$ cat config.mk
export PLATFORM = sky130hd
export DESIGN_NAME = run_ctrl_monitor
export DESIGN_NICKNAME = d
export VERILOG_FILES = /design/src/rtl/run_ctrl_monitor.sv
export SDC_FILE = /design/constraint.sdc
export NUM_CORES = 1
export LEC_CHECK = 0
export CAP_MARGIN = 10
export CORE_UTILIZATION = 35
export DETAILED_ROUTE_END_ITERATION = 12
export PLACE_DENSITY = 0.73
export SYNTH_ARGS = -nofsm -noshare
export SYNTH_HDL_FRONTEND = slang
export SYNTH_SLANG_ARGS = --single-unit
$ cat constraint.sdc
create_clock -name clk -period 3.3 [get_ports clk]
set_clock_uncertainty 0.05 [all_clocks]
set_input_delay 0.66 -clock clk [delete_from_list [all_inputs] [get_ports clk]]
set_output_delay 0.66 -clock clk [all_outputs]
set_load 0.1 [all_outputs]
$ cat src/rtl/run_ctrl_monitor.sv
// Run controller: starts the core, detects end of program or timeout,
// drains, freezes, then streams regfile and memory words out.
module run_ctrl_monitor #(
    parameter int          XLEN           = 32,
    parameter int          REG_NUM        = 32,
    parameter int          ADDR_SIZE      = 5,
    parameter int          PC_BITS        = 20,
    parameter logic [31:0] END_INST       = 32'h00000000,
    parameter int          DRAIN_CYCLES   = 5,
    parameter int          TIMEOUT_CYCLES = 2000,
    parameter int          CNT_BITS       = 32,
    parameter int          MEM_BASE_LINE  = 0,
    parameter int          MEM_LINES      = 24,
    parameter int          LINE_WORDS     = 4,
    parameter int          LINE_BITS      = 5,
    localparam int         WORD_BITS      = (LINE_WORDS > 1) ? $clog2(LINE_WORDS) : 1
) (
    input  logic                 clk,
    input  logic                 rst,
    input  logic                 start,
    input  logic [31:0]          f_inst,
    input  logic                 f_valid,
    input  logic [PC_BITS-1:0]   f_pc,
    output logic                 cpu_run,
    output logic [ADDR_SIZE-1:0] rf_raddr,
    input  logic [XLEN-1:0]      rf_rdata,
    output logic [LINE_BITS-1:0] mem_line,
    output logic [WORD_BITS-1:0] mem_word,
    input  logic [XLEN-1:0]      mem_rdata,
    output logic                 dump_valid,
    input  logic                 dump_ready,
    output logic                 dump_is_mem,
    output logic [15:0]          dump_index,
    output logic [XLEN-1:0]      dump_data,
    output logic [CNT_BITS-1:0]  cycles,
    output logic [PC_BITS-1:0]   end_pc,
    output logic                 busy,
    output logic                 done,
    output logic                 timeout
);

    localparam int MEM_BEATS = MEM_LINES * LINE_WORDS;
    localparam int DCNT_BITS = (DRAIN_CYCLES > 1) ? $clog2(DRAIN_CYCLES) : 1;

    typedef enum logic [2:0] {
        S_IDLE, S_RUN, S_DRAIN, S_DUMP_REG, S_DUMP_MEM, S_DONE
    } state_t;

    state_t               state, state_nxt;
    logic                 match, over, load, xfer;
    logic                 last_reg, last_mem;
    logic                 rd_pend, rd_mem;
    logic [15:0]          mem_idx;
    logic [CNT_BITS-1:0]  cnt_inc;
    logic [DCNT_BITS-1:0] dcnt;

    assign match    = f_valid && (f_inst == END_INST);
    assign cnt_inc  = (cycles == '1) ? cycles : cycles + 1'b1;
    assign over     = cnt_inc > CNT_BITS'(TIMEOUT_CYCLES);
    assign load     = !dump_valid || dump_ready;
    assign xfer     = dump_valid && dump_ready;
    assign last_reg = rf_raddr == ADDR_SIZE'(REG_NUM - 1);
    assign last_mem = mem_idx == 16'(MEM_BEATS - 1);

    always_comb begin
        state_nxt = state;
        cpu_run   = 1'b0;
        busy      = 1'b1;
        done      = 1'b0;
        unique case (state)
            S_IDLE: begin
                busy = 1'b0;
                if (start) state_nxt = S_RUN;
            end
            S_RUN: begin
                cpu_run = 1'b1;
                if (match)
                    state_nxt = (DRAIN_CYCLES > 0) ? S_DRAIN : S_DUMP_REG;
                else if (over)
                    state_nxt = S_DUMP_REG;
            end
            S_DRAIN: begin
                cpu_run = 1'b1;
                if (dcnt == DCNT_BITS'(DRAIN_CYCLES - 1))
                    state_nxt = S_DUMP_REG;
            end
            S_DUMP_REG, S_DUMP_MEM: begin
                if (state == S_DUMP_REG && load && rd_pend && rd_mem == 1'b0
                    && last_reg && MEM_LINES > 0)
                    state_nxt = S_DUMP_MEM;
                else if (xfer && !rd_pend)
                    state_nxt = S_DONE;
            end
            S_DONE: begin
                busy = 1'b0;
                done = 1'b1;
                if (start) state_nxt = S_RUN;
            end
            default: state_nxt = S_IDLE;
        endcase
    end

    always_ff @(posedge clk) begin
        if (rst) state <= S_IDLE;
        else     state <= state_nxt;
    end

    always_ff @(posedge clk) begin
        if (rst) begin
            rf_raddr    <= '0;
            mem_line    <= LINE_BITS'(MEM_BASE_LINE);
            mem_word    <= '0;
            mem_idx     <= '0;
            rd_pend     <= 1'b0;
            rd_mem      <= 1'b0;
            dcnt        <= '0;
            dump_valid  <= 1'b0;
            dump_is_mem <= 1'b0;
            dump_index  <= '0;
            dump_data   <= '0;
            cycles      <= '0;
            end_pc      <= '0;
            timeout     <= 1'b0;
        end else begin
            // Arm the read pointer so the first beat is sampled next clock
            if (state_nxt == S_DUMP_REG && state != S_DUMP_REG) begin
                rf_raddr <= '0;
                rd_mem   <= 1'b0;
                rd_pend  <= 1'b1;
            end
            case (state)
                S_IDLE, S_DONE: begin
                    if (start) begin
                        cycles  <= '0;
                        end_pc  <= '0;
                        timeout <= 1'b0;
                    end
                end
                S_RUN: begin
                    cycles <= cnt_inc;
                    dcnt   <= '0;
                    if (match)     end_pc  <= f_pc;
                    else if (over) timeout <= 1'b1;
                end
                S_DRAIN: dcnt <= dcnt + 1'b1;
                S_DUMP_REG, S_DUMP_MEM: begin
                    if (load && rd_pend) begin
                        dump_valid  <= 1'b1;
                        dump_is_mem <= rd_mem;
                        dump_data   <= rd_mem ? mem_rdata : rf_rdata;
                        dump_index  <= rd_mem ? mem_idx : 16'(rf_raddr);
                        if (!rd_mem) begin
                            if (!last_reg) begin
                                rf_raddr <= rf_raddr + 1'b1;
                            end else if (MEM_LINES > 0) begin
                                rd_mem   <= 1'b1;
                                mem_line <= LINE_BITS'(MEM_BASE_LINE);
                                mem_word <= '0;
                                mem_idx  <= '0;
                            end else begin
                                rd_pend <= 1'b0;
                            end
                        end else if (last_mem) begin
                            rd_pend <= 1'b0;
                        end else begin
                            mem_idx <= mem_idx + 1'b1;
                            if (mem_word == WORD_BITS'(LINE_WORDS - 1)) begin
                                mem_word <= '0;
                                mem_line <= mem_line + 1'b1;
                            end else begin
                                mem_word <= mem_word + 1'b1;
                            end
                        end
                    end else if (xfer) begin
                        dump_valid <= 1'b0;
                    end
                end
                default: ;
            endcase
        end
    end

endmodule

=== After elaboration in Yosys (flattened, before gate mapping) ===
Cells that the tools add are included.

* Bits in registers: 139
* Input bits: 121
* Output and inout port bits: 118
* Logic and storage cells: 120

* Add/sub/neg operators: 6
* Order comparisons: 1
* Equality and inequality tests: 18
* Multiplexer cells: 51
* Bitwise logic cells: 1
* Reductions and logical operators: 28

{| class="wikitable"
|+ Operators by type and width
! kind !! count
|-
| 2-to-1 mux 32 bit || 3
|-
| 2-to-1 mux 16 bit || 4
|-
| case mux 32 bit (2 select lines) || 1
|-
| 2-to-1 mux 5 bit || 9
|-
| 2-to-1 mux 20 bit || 2
|-
| case mux 20 bit (2 select lines) || 1
|-
| adder 32 x 1 -> 32 bit (second input constant) || 1
|-
| equality test 32 bit (second input constant) || 1
|-
| > comparator 32 x 11 -> 1 bit (second input constant) || 1
|-
| logical NOT 32 bit || 1
|-
| 2-to-1 mux 1 bit || 18
|-
| 2-to-1 mux 3 bit || 6
|-
| adder 16 x 1 -> 16 bit (second input constant) || 1
|-
| equality test 16 x 7 -> 1 bit (second input constant) || 1
|-
| case mux 3 bit (4 select lines) || 1
|-
| adder 5 x 1 -> 5 bit (second input constant) || 2
|-
| equality test 3 x 2 -> 1 bit (second input constant) || 3
|-
| equality test 3 bit (second input constant) || 3
|-
| logical AND 1 bit || 9
|-
| 2-to-1 mux 2 bit || 4
|-
| != test 2 bit (second input constant) || 4
|-
| AND reduction 4 bit || 2
|-
| nonzero test 2 bit || 4
|-
| case mux 3 bit (2 select lines) || 1
|-
| 16 further kinds || 22
|}

=== Logic depth before layout (Yosys ltp) ===
* Depth in word-level cells: 15
* Gate-level depth with buffers: 11
* Mapped depth without buffers: 11

=== Least setup slack after synthesis ===
Ideal clock, no wire load.

* Kind: reg-to-reg
* Start: register cycles[0]
* End: register rd_pend
* Library setup time: 119 ps
* Arrival time: 3481 ps
* Required time: 3131 ps
* Path slack: -350 ps
* Cell stages (with the launch flop): 11
* Buffers on the path: 1
* Period minus slack after synthesis: 3650 ps
* Path through: dfxtp_1 > ha_1 > nand3_2 > or3_1 > buf_6 > or4_1 > o21a_1 > a211oi_1 > o2111a_1 > a21oi_2 > o221a_1

* Longest elaborated chain between the ends: 13
* Elaborated cells on any way between the ends: 14
* Those cells by class: 1 x add/sub; 1 x order compare; 2 x eq/ne; 9 x mux; 1 x reduce/logical

{| class="wikitable"
|+ RTL lines
! what !! line !! source
|-
| from (decl) || 35 || <nowiki>output logic [CNT_BITS-1:0] cycles,</nowiki>
|-
| from (signal assigned) || 140 || <nowiki>cycles <= cnt_inc;</nowiki>
|-
| adder 32 x 1 -> 32 bit or equality test 32 bit (tied branches) || 58 || <nowiki>assign cnt_inc = (cycles == '1) ? cycles : cycles + 1'b1;</nowiki>
|-
| 2-to-1 mux 32 bit * || 58 ||
|-
| > comparator 32 x 11 -> 1 bit * || 59 || <nowiki>assign over = cnt_inc > CNT_BITS'(TIMEOUT_CYCLES);</nowiki>
|-
| 2-to-1 mux 3 bit * || 79 || <nowiki>else if (over)</nowiki>
|-
| 2-to-1 mux 3 bit * || 77 || <nowiki>if (match)</nowiki>
|-
| case mux 3 bit (4 select lines) * || 70 || <nowiki>unique case (state)</nowiki>
|-
| equality test 3 x 2 -> 1 bit * || 126 || <nowiki>if (state_nxt == S_DUMP_REG && state != S_DUMP_REG) begin</nowiki>
|-
| logical AND 1 bit * || 126 ||
|-
| 2-to-1 mux 1 bit * || 126 ||
|-
| 2-to-1 mux 1 bit || 163 || <nowiki>end else if (last_mem) begin</nowiki>
|-
| 2-to-1 mux 1 bit || 152 || <nowiki>if (!rd_mem) begin</nowiki>
|-
| 2-to-1 mux 1 bit || 147 || <nowiki>if (load && rd_pend) begin</nowiki>
|-
| 2-to-1 mux 1 bit * || 131 || <nowiki>case (state)</nowiki>
|-
| to (signal assigned) || 129 || <nowiki>rd_pend <= 1'b1;</nowiki>
|-
| to (signal assigned) || 161 || <nowiki>rd_pend <= 1'b0;</nowiki>
|-
| to (signal assigned) || 164 || <nowiki>rd_pend <= 1'b0;</nowiki>
|-
| to (decl) || 52 || <nowiki>logic rd_pend, rd_mem;</nowiki>
|}

Mark *: on every way between the ends. The rest lies on a longest branch, timed or not.
A chain may end at the register's enable or synchronous reset.

=== Final worst setup path ===
Ends and elaborated chain as after synthesis.

==> metrics.txt <==
Starting Density a little over a third; pin count of the biggest net entering global routing 84; Synth Net Count 1028; Critical Path AT 3350 ps; Cell Area, Synth between 7000 and 8000 µm²; fin cells around 1400; crit end category flip-flop; R2R cell count 11; DRT antenna net count 0; Num CTS Buffers 17; Worst Max-Slew Pin Slew between 1000 and 1500 ps; max incr delay on CP 410 ps; Total Power 4020 µW; layout net count 1229; chip height 147 µm; final core occ 50.1%; total gr overflow 0; hold crit path type reg2reg; Async S/R FF share, synth 0%; origin of the critical flop-to-flop path cycles[0]; Root Buffer clkbuf_16; # diodes 0; PD cells 392 nW/µm²; CTS HTree Levels 4; max frequency about 320 MHz; number of synthesized flops with an enable pin 0; setup slack, reg-to-reg about 210 ps; Worst R2R End rd_pend; worst-path fanout max 11; most frequent cells after synthesis 139 x dfxtp_1, 125 x nor2_1, 71 x nand2_1; Detailed Route WL between 20000 and 25000 µm; global placement routability congestion approximately 0.90; setup violators final 0; first-pass GRT wire length 35700 µm; Max Transition Viols Final 0; gr usage total approximately a fifth; Worst-path clk slew approximately 70 ps; die area 21700 µm²; # hold bufs at CTS 0; Slew HR 21.7%; share of cells above drive strength 1 20.4%; status finished clean; initial antenna violation count 0; Seq/Total Area, Yosys a little under two fifths; Syn Inst Count 899; Synth top area share 37.7%; cell taking the most area after synthesis dfxtp_1; crit path cell chain ha_1 > nand3_2 > buf_4 > nor3_1 > buf_4 > nand3_2 > a211o_1 > a211oi_1 > and4_1 > a21oi_2 > o221a_1; RSZ-0062 raised after global routing no; Starting DRT DRC Count 492; clk buf depth 2; TNS Setup 0 ps; top post-synthesis cells by area dfxtp_1 38%, nor2_1 6.4%, mux2i_1 5.3%, a211oi_1 4.4%, nand2_1 3.6%; Synth warnings 0; CTS resizes 0; prevailing post-synth register cell dfxtp_1; post-synth cell types 77; CTS tree done; LEAKAGE 0.00367 µW; maximum vdd drop roughly 0.00035 V; Routed WL per cell 16.1 µm; Worst Path Required 3570 ps; flops & latches, synth 139; worst skew pair latency 420 ps; core area slightly above 20000 µm²; area grow syn2layout 38.8%; Worst Setup EP rd_pend; Worst Setup Start Kind flip-flop; vias 7476; CP Launch Point cycles[0]; Final period util 93.6%; I/O Buffers about 240; Vias per Instance 5.41; # clock sinks 139; Die W 147 µm; HPWL Detailed 16000 µm; Post CTS Setup Buffer Count 0; Hold Vio Cnt, Final 0; final critical-path required period 3090 ps; Setup CP Type reg2reg; most frequent cell after synthesis dfxtp_1; I/O Pins between 200 and 250; drt first pass iters 5; max_cap viols 0; slowest stage cell, crit path dfxtp_2; syn_area_per_cell 8.20 µm²; placed insts 1351; row count 52; tightest hold margin 400 ps; drt drc 0; vias in the first global route 6915
## per-layer routing
layer / up-vias / track usage [%] / wire (µm)
met2: 255 / 33.6 / 10800
met5: - / 0 / 0
li1: 3695 / - / -
met1: 3486 / 25.8 / 9730
met4: 0 / 7.47 / 512
met3: 40 / 4.81 / 1270
## per-stage QoR
stage	setup WS (ps)	area (µm²)
2_1_floorplan	20.5	7400
3_3_place_gp	180	9590
3_5_place_dp	166	9590
4_1_cts	158	10200
5_1_grt	91.1	10200
6_report	213	10200
## how the worst min path moves through the flow
stage                      to  depth (start not counted)           start
4_1_cts         dump_index[9]                          2   dump_index[9]
5_1_grt         dump_index[5]                          2   dump_index[5]
3_5_place_dp    dump_index[9]                          2   dump_index[9]
6_report        dump_index[9]                          2   dump_index[9]
3_3_place_gp   dump_index[10]                          2  dump_index[10]
2_1_floorplan      mem_idx[1]                          2      mem_idx[1]
## where the power goes
| group | total (µW) | internal (µW) | leakage, µW | switching [µW] |
|---|---|---|---|---|
| Clock | 2030 | 1160 | 0.000307 | 871 |
| Combinational | 299 | 159 | 0.00224 | 140 |
| Sequential | 1690 | 1680 | 0.00113 | 6.73 |
## area by class of cell
cell class                 count  area (µm²)
fill                        1996       10200
multi-input combinational    667        4140
sequential                   139        2810
timing repair buffer         261        2270
clock buffer                  17         425
tap                          270         338
clock inverter                15         204
inverter                      14        52.6
## cell usage in the layout (no fill, tap or decap), types with 10 or more instances in the layout
cell type,n
a211oi_1,43
a21oi_1,52
a22oi_1,28
a311oi_1,10
a31oi_1,11
buf_4,141
clkbuf_16,17
clkdlybuf4s50_1,119
dfxtp_1,121
dfxtp_2,18
inv_1,14
mux2i_1,39
nand2_1,71
nand3_1,32
nand4_1,23
nor2_1,125
nor3_1,34
o21ai_0,26
xor2_1,18
## worst max-delay path: cells and delay by family (launching register included)
kind	cells	cell delay, ps
AOI/OAI and AO/OA	4	1040
adders and majority gates	1	270
buffers and inverters	2	390
DFF	1	410
and+or+nand+nor	4	830
## flip-flops by register name, indices dropped and copies added (netlist names), 2 cells and up
register,cells
dump_data,32
dcnt,3
mem_line,5
end_pc,20
state,3
mem_idx,16
rf_raddr,5
cycles,32
mem_word,2
dump_index,16
## kinds of logic after synthesis
| family | share of synthesized area (%) |
|---|---|
| simple gates | 25.8 |
| compound gates | 19.5 |
| flops | 37.7 |
| buf+inv | 6.33 |
| mux | 6.06 |
| xor+xnor | 3.21 |
| fa+ha+maj | 1.36 |
No activity file was read; power rests on OpenSTA's default activity.
